[src/rtl/alu_pkg.sv]
// Shared definitions for the ALU driver: op codes, compare encodings, FSM states
// and the response record captured from the ALU.
package alu_pkg;

  localparam logic [1:0] ALU_ADD = 2'b00;
  localparam logic [1:0] ALU_SUB = 2'b01;
  localparam logic [1:0] ALU_AND = 2'b10;
  localparam logic [1:0] ALU_XOR = 2'b11;

  // Compare flags are packed as {a_gt_b, a_eq_b, a_lt_b}
  localparam logic [2:0] GT = 3'b100;
  localparam logic [2:0] EQ = 3'b010;
  localparam logic [2:0] LT = 3'b001;

  typedef enum logic [1:0] {
    IDLE  = 2'b00,
    DRIVE = 2'b01,
    RESP  = 2'b10
  } drv_state_t;

  typedef struct packed {
    logic [3:0] y;
    logic       p;
    logic       ov;
    logic [2:0] cmp;
  } alu_rsp_t;

  function automatic logic parity4(input logic [3:0] v);
    return ^v;
  endfunction

  function automatic logic [2:0] cmp_enc(input logic [3:0] x, input logic [3:0] z);
    logic [2:0] c;
    if (x > z) begin
      c = GT;
    end else if (x == z) begin
      c = EQ;
    end else begin
      c = LT;
    end
    return c;
  endfunction

endpackage

[src/rtl/alu_ref_model.sv]
// Reference ALU used by the driver's optional self-check: computes the result
// and flags the external ALU is expected to return for the driven operands.
module alu_ref_model
  import alu_pkg::*;
(
  input  logic [3:0] a,
  input  logic [3:0] b,
  input  logic [1:0] f,
  output alu_rsp_t   exp_rsp
);

  logic [4:0] wide_s;
  logic [3:0] y_s;
  logic       ov_s;

  // Result and overflow per op code; overflow is the carry/borrow out of bit 3
  always_comb begin
    wide_s = 5'd0;
    y_s    = 4'd0;
    ov_s   = 1'b0;
    case (f)
      ALU_ADD: begin
        wide_s = {1'b0, a} + {1'b0, b};
        y_s    = wide_s[3:0];
        ov_s   = wide_s[4];
      end
      ALU_SUB: begin
        wide_s = {1'b0, a} - {1'b0, b};
        y_s    = wide_s[3:0];
        ov_s   = wide_s[4];
      end
      ALU_AND: begin
        y_s = a & b;
      end
      ALU_XOR: begin
        y_s = a ^ b;
      end
      default: begin
        y_s = 4'd0;
      end
    endcase
  end

  assign exp_rsp.y   = y_s;
  assign exp_rsp.p   = parity4(y_s);
  assign exp_rsp.ov  = ov_s;
  assign exp_rsp.cmp = cmp_enc(a, b);

endmodule

[src/rtl/alu_driver.sv]
// alu_driver: issues one operation at a time to an external combinational ALU,
// holds operands for SETTLE_CYCLES, captures the result. Self-check under ALU_DRV_CHECK_EN.
module alu_driver
  import alu_pkg::*;
#(
  parameter int unsigned SETTLE_CYCLES = 1  // legal range 1..15
) (
  input  logic       clk,
  input  logic       rst,
  input  logic       req_valid,
  output logic       req_ready,
  input  logic [3:0] req_a,
  input  logic [3:0] req_b,
  input  logic [1:0] req_f,
  output logic [3:0] a,
  output logic [3:0] b,
  output logic [1:0] f,
  output logic       oe,
  input  logic [3:0] y,
  input  logic       p,
  input  logic       ov,
  input  logic       a_gt_b,
  input  logic       a_eq_b,
  input  logic       a_lt_b,
  output logic       rsp_valid,
  input  logic       rsp_ready,
  output logic [3:0] rsp_y,
  output logic       rsp_p,
  output logic       rsp_ov,
  output logic [2:0] rsp_cmp,
  output logic [7:0] op_count,
  output logic       err
);

  localparam logic [3:0] SETTLE_LAST = 4'(SETTLE_CYCLES - 1);

  drv_state_t state_r;
  drv_state_t next_state_s;
  logic [3:0] settle_cnt_r;
  logic       accept_s;
  logic       capture_s;
  logic       rsp_done_s;
  logic [3:0] a_r;
  logic [3:0] b_r;
  logic [1:0] f_r;
  logic       oe_r;
  logic       req_ready_r;
  logic       rsp_valid_r;
  alu_rsp_t   rsp_r;
  alu_rsp_t   alu_in_s;
  logic [7:0] op_count_r;

  assign accept_s   = req_valid && req_ready_r;
  assign capture_s  = (state_r == DRIVE) && (settle_cnt_r == SETTLE_LAST);
  assign rsp_done_s = (state_r == RESP) && rsp_ready;
  assign alu_in_s   = {y, p, ov, a_gt_b, a_eq_b, a_lt_b};

  // Next-state logic
  always_comb begin
    next_state_s = state_r;
    case (state_r)
      IDLE: begin
        if (accept_s) begin
          next_state_s = DRIVE;
        end else begin
          next_state_s = IDLE;
        end
      end
      DRIVE: begin
        if (capture_s) begin
          next_state_s = RESP;
        end else begin
          next_state_s = DRIVE;
        end
      end
      RESP: begin
        if (rsp_ready) begin
          next_state_s = IDLE;
        end else begin
          next_state_s = RESP;
        end
      end
      default: begin
        next_state_s = IDLE;
      end
    endcase
  end

  // State register; reset drops any in-flight operation
  always_ff @(posedge clk) begin
    if (rst) begin
      state_r <= IDLE;
    end else begin
      state_r <= next_state_s;
    end
  end

  // Settle counter: counts DRIVE cycles, cleared everywhere else
  always_ff @(posedge clk) begin
    if (rst) begin
      settle_cnt_r <= 4'd0;
    end else if ((state_r == DRIVE) && !capture_s) begin
      settle_cnt_r <= settle_cnt_r + 4'd1;
    end else begin
      settle_cnt_r <= 4'd0;
    end
  end

  // Operand registers: loaded on accept, stable through DRIVE
  always_ff @(posedge clk) begin
    if (rst) begin
      a_r <= 4'd0;
      b_r <= 4'd0;
      f_r <= 2'b00;
    end else if (accept_s) begin
      a_r <= req_a;
      b_r <= req_b;
      f_r <= req_f;
    end else begin
      a_r <= a_r;
      b_r <= b_r;
      f_r <= f_r;
    end
  end

  // Handshake/enable flags registered from the next state so they align with it
  always_ff @(posedge clk) begin
    if (rst) begin
      oe_r        <= 1'b0;
      req_ready_r <= 1'b0;
      rsp_valid_r <= 1'b0;
    end else begin
      oe_r        <= (next_state_s == DRIVE);
      req_ready_r <= (next_state_s == IDLE);
      rsp_valid_r <= (next_state_s == RESP);
    end
  end

  // Response capture on the last DRIVE edge; held until the next capture
  always_ff @(posedge clk) begin
    if (rst) begin
      rsp_r <= '0;
    end else if (capture_s) begin
      rsp_r <= alu_in_s;
    end else begin
      rsp_r <= rsp_r;
    end
  end

  // Completed-response counter, wraps naturally at 8 bits
  always_ff @(posedge clk) begin
    if (rst) begin
      op_count_r <= 8'd0;
    end else if (rsp_done_s) begin
      op_count_r <= op_count_r + 8'd1;
    end else begin
      op_count_r <= op_count_r;
    end
  end

`ifdef ALU_DRV_CHECK_EN
  alu_rsp_t exp_rsp_s;
  logic     mismatch_s;
  logic     err_r;

  alu_ref_model u_ref (
    .a       (a_r),
    .b       (b_r),
    .f       (f_r),
    .exp_rsp (exp_rsp_s)
  );

  assign mismatch_s = capture_s && (alu_in_s != exp_rsp_s);

  // Sticky mismatch flag, cleared only by reset
  always_ff @(posedge clk) begin
    if (rst) begin
      err_r <= 1'b0;
    end else if (mismatch_s) begin
      err_r <= 1'b1;
    end else begin
      err_r <= err_r;
    end
  end

  assign err = err_r;
`else
  assign err = 1'b0;
`endif

  assign req_ready = req_ready_r;
  assign a         = a_r;
  assign b         = b_r;
  assign f         = f_r;
  assign oe        = oe_r;
  assign rsp_valid = rsp_valid_r;
  assign rsp_y     = rsp_r.y;
  assign rsp_p     = rsp_r.p;
  assign rsp_ov    = rsp_r.ov;
  assign rsp_cmp   = rsp_r.cmp;
  assign op_count  = op_count_r;

endmodule
[config.mk]
export PLATFORM = sky130hd
export DESIGN_NAME = alu_driver
export DESIGN_NICKNAME = d
export VERILOG_FILES = /design/src/rtl/alu_pkg.sv /design/src/rtl/alu_ref_model.sv /design/src/rtl/alu_driver.sv
export SDC_FILE = /design/constraint.sdc
export NUM_CORES = 1
export LEC_CHECK = 0
export BUFFER_PORTS_ARGS = -buffer_cell sky130_fd_sc_hd__buf_2
export CAP_MARGIN = 20
export CORE_AREA = 5 5 64 66
export DETAILED_ROUTE_END_ITERATION = 12
export DIE_AREA = 0 0 69 71
export PLACE_DENSITY_LB_ADDON = 0.15
export SLEW_MARGIN = 20
export SYNTH_ARGS = -nofsm -noshare
export SYNTH_HDL_FRONTEND = slang
export SYNTH_SLANG_ARGS = --single-unit
[constraint.sdc]
create_clock -name clk -period 1.4 [get_ports clk]
set_input_delay 0.07 -clock clk [delete_from_list [all_inputs] [get_ports clk]]
set_output_delay 0.07 -clock clk [all_outputs]
set_load 0.01 [all_outputs]
==> metrics.md <==
| Metric | Value |
|---|---|
| Run status | `completed` |
| # Max-Cap Violations | `0` |
| Placed insts | `259` |
| Via Count | `1431` |
| CTS tree | `built` |
| Fin crit share | `0.953` |
| IO buf count | `52` |
| GPL Wtd Cong | `0.720` |
| DR pass1 iterations | `4` |
| Die width | `69 um` |
| Post-synth EDFFs | `0` |
| Sw Share | `0.262` |
| Wire length per cell | `12.8 um` |
| Core box area | `0.00352 sq mm` |
| Final nets | `266` |
| Root buf cell | `clkbuf_4` |
| Post-synthesis cell area | `0.00143 sq mm` |
| Initial antenna violation count | `0` |
| Yosys reg bits | `36` |
| Comb power frac | `0.151` |
| Clk Latency, worst-skew pair | `0.34 ns` |
| Skew final | `0.0127 ns` |
| Unrepaired setup endpoints after global routing | `true` |
| Die Span Y | `71 um` |
| Htree depth | `2` |
| Power per Cell Area | `954 mW/mm^2` |
| Post-Synth Adder-Cell Area | `0.0263` |
| Non-filler cells, final | `289` |
| DRT iter0 DRCs | `53` |
| Crit path from | `settle_cnt_r[0]$_SDFF_PP0_` |
| Sequential Power Share | `0.555` |
| Hpwl dp | `2.44 mm` |
| R2R Path Start | `settle_cnt_r[0]$_SDFF_PP0_` |
| F_max | `750 MHz` |
| Leak Pwr | `0.905 nW` |
| Global-route wire length before repair | `6.32 mm` |
| DIE AREA | `0.00490 sq mm` |
| Multiplexer share of the synthesized area | `0.00701` |
| Initial Utilization | `0.405` |
| GRT Overall Usage | `0.158` |
| Syn Nets | `190` |
| Slew Viols, Final | `0` |
| Crit. End Element | `flop` |
| Simple-gate share of the synthesized area | `0.223` |
| Final setup violation count | `0` |
| Antenna Nets Post-Route | `0` |
| Antenna cells | `0` |
| Post-Synth XOR/XNOR Area | `0.0245` |
| Psw | `0.516 mW` |
| CP required | `1.65 ns` |
| Final hold violation count | `0` |
| Clock Sinks | `36` |
| Vias/cell | `4.95` |
| Distinct cells, synth | `28` |
| Boundary Pins | `54` |
| Layout Area Growth over Synthesis | `44.7%` |
| Internal Power | `1.45 mW` |
| Clock share of power | `0.294` |
| Critical path launch point type | `flop` |
| Most used DFF post-synth | `dfxtp_1` |
| CP Max Fanout | `5` |
| Largest net degree at the start of global routing | `19` |
| Worst vdd ir | `0.000628 V` |
| Worst-path clk slew | `0.11 ns` |
| Max Root-Sink Buffers | `2` |
| Post-Syn Instances | `164` |
| R2R setup slack | `0.07 ns` |
| Combinational family with the most area after synthesis | `simple AND/OR/NAND/NOR gates` |
| DP Area | `0.00173 sq mm` |
| Worst setup endpoint | `rsp_cmp[0]$_SDFFE_PP0P_` |
| Minimum clock period | `1.33 ns` |
| Crit Reg-Reg Endpoint | `rsp_cmp[0]$_SDFFE_PP0P_` |
| Sequential share of the synthesized area | `0.505` |
| Worst Reg-to-Reg Cells | `5` |
| Vias in the first global route | `1453` |
| Congestion Overflow GR | `0` |
| Final hold slack | `0.0974 ns` |
| Num CTS Buffers | `5` |
| Final instance area | `0.00207 sq mm` |
| CP Class | `reg -> reg` |
| # rows | `22` |
| Post-synth ARST share | `0` |
| CP arrival | `1.58 ns` |
| Compound-gate portion of the synthesized area | `0.161` |
| HP Class | `in -> reg` |
| Layout cells sized above 1 | `0.365` |
| Post-Syn Area per Cell | `8.70 sq um` |
| Remaining DRCs | `0` |
| Detailed Route WL | `3.69 mm` |
| Yosys warning count | `0` |
==> worst max-delay path, stage by stage, from the launching register on <==
cell and delay, ns:
dfxtp_1 0.32, inv_1 0.06, ha_2 0.19, or3b_4 0.44, o21ai_2 0.16, a21oi_1 0.08
==> cells by family after synthesis <==
kind of cell    Yosys count
simple gates             62
compound gates           43
flops                    36
buf+inv                  14
xor+xnor                  4
fa+ha+maj                 3
other cells               1
mux                       1
==> how the worst min path moves through the flow <==
stage / startpoint / endpoint / cells past startpoint
CTS: rsp_ready / req_ready$_SDFF_PP0_ / 3
finish: rsp_ready / req_ready$_SDFF_PP0_ / 3
detailed placement: req_a[0] / a[0]$_SDFFE_PP0N_ / 3
global placement: req_a[2] / a[2]$_SDFFE_PP0N_ / 3
global route: rsp_ready / req_ready$_SDFF_PP0_ / 3
floorplan: rst / oe$_SDFF_PP0_ / 1
==> power groups by stage <==
stage / logic, mW / registers (mW) / clock network [mW]
floorplan: 0.122 / 1.13 / 0
global placement: 0.236 / 1.11 / 0
detailed placement: 0.244 / 1.12 / 0
CTS: 0.285 / 1.09 / 0.614
global route: 0.330 / 1.10 / 0.661
finish: 0.297 / 1.09 / 0.579
==> layout by cell type, fill, tap and decap left out, types with 2 or more instances in the layout <==
master,count
clkbuf_4,5
dfxtp_2,3
clkinv_2,2
ha_1,2
a21oi_1,25
o21ai_1,3
o31ai_1,3
or4_1,3
or3b_4,2
o21ai_0,3
nand3_1,12
buf_4,7
dfxtp_1,33
o21ai_2,6
buf_2,52
inv_1,3
nand2_1,23
or3_2,3
dlygate4sd3_1,19
nor2_1,11
xor2_1,3
==> stage by stage <==
stage / utilization / setup WS [ns] / TNS, ns / power [mW]
2_1_floorplan: - / 0.0484 / 0 / 1.26
5_1_grt: 0.586 / -0.0246 / -0.0787 / 2.09
3_3_place_gp: 0.491 / 0.0267 / 0 / 1.35
6_report: 0.586 / 0.0661 / 0 / 1.97
4_1_cts: 0.565 / 0.0228 / 0 / 1.99
3_5_place_dp: 0.491 / -0.0484 / -0.267 / 1.36
==> sequential cells by signal, summed over array words and instances (netlist names) <==
register      cells
oe                1
rsp_y             4
a                 4
rsp_ov            1
rsp_p             1
req_ready         1
rsp_cmp           3
rsp_valid         1
state_r           2
b                 4
f                 2
settle_cnt_r      4
op_count          8
==> synthesized netlist by cell type, types with 3 or more instances <==
cell / number / area (sq um)
a21oi_1: 26 / 130
clkbuf_1: 7 / 26.3
dfxtp_1: 36 / 721
ha_1: 3 / 37.5
inv_1: 3 / 11.3
nand2_1: 23 / 86.3
nand3_1: 13 / 65.1
nor2_1: 11 / 41.3
o21ai_0: 12 / 60.1
o31ai_1: 3 / 22.5
or3_2: 3 / 22.5
or4_1: 3 / 22.5
xor2_1: 3 / 26.3
==> per-layer routing <==
metal,vias to the layer above,routed length [um],part of all wire,track usage
met1,671,1460,0.39,0.155
met2,36,1950,0.53,0.292
met4,0,73,0.020,0.0629
li1,717,-,-,-
met3,7,215,0.058,0.0653
met5,-,0,0,0
==> area by class of cell <==
cell class	count	area, sq um
inverter	3	11.3
multi-input combinational	115	694
sequential	36	724
clock buffer	6	51.3
tap	48	60.1
clock inverter	2	10.0
fill	353	1460
timing repair buffer	79	514
==> what timing repair did <==
action                                  4_1_cts  5_1_grt
buffers inserted                              0        2
pin swaps                                     0        1
gates resized for setup                       2       25
endpoints found under the hold margin        19        0
cloned                                        0        1
hold buffers                                 19        0
endpoints found under the setup margin       13       19
Power figures use the tool's default switching activity.
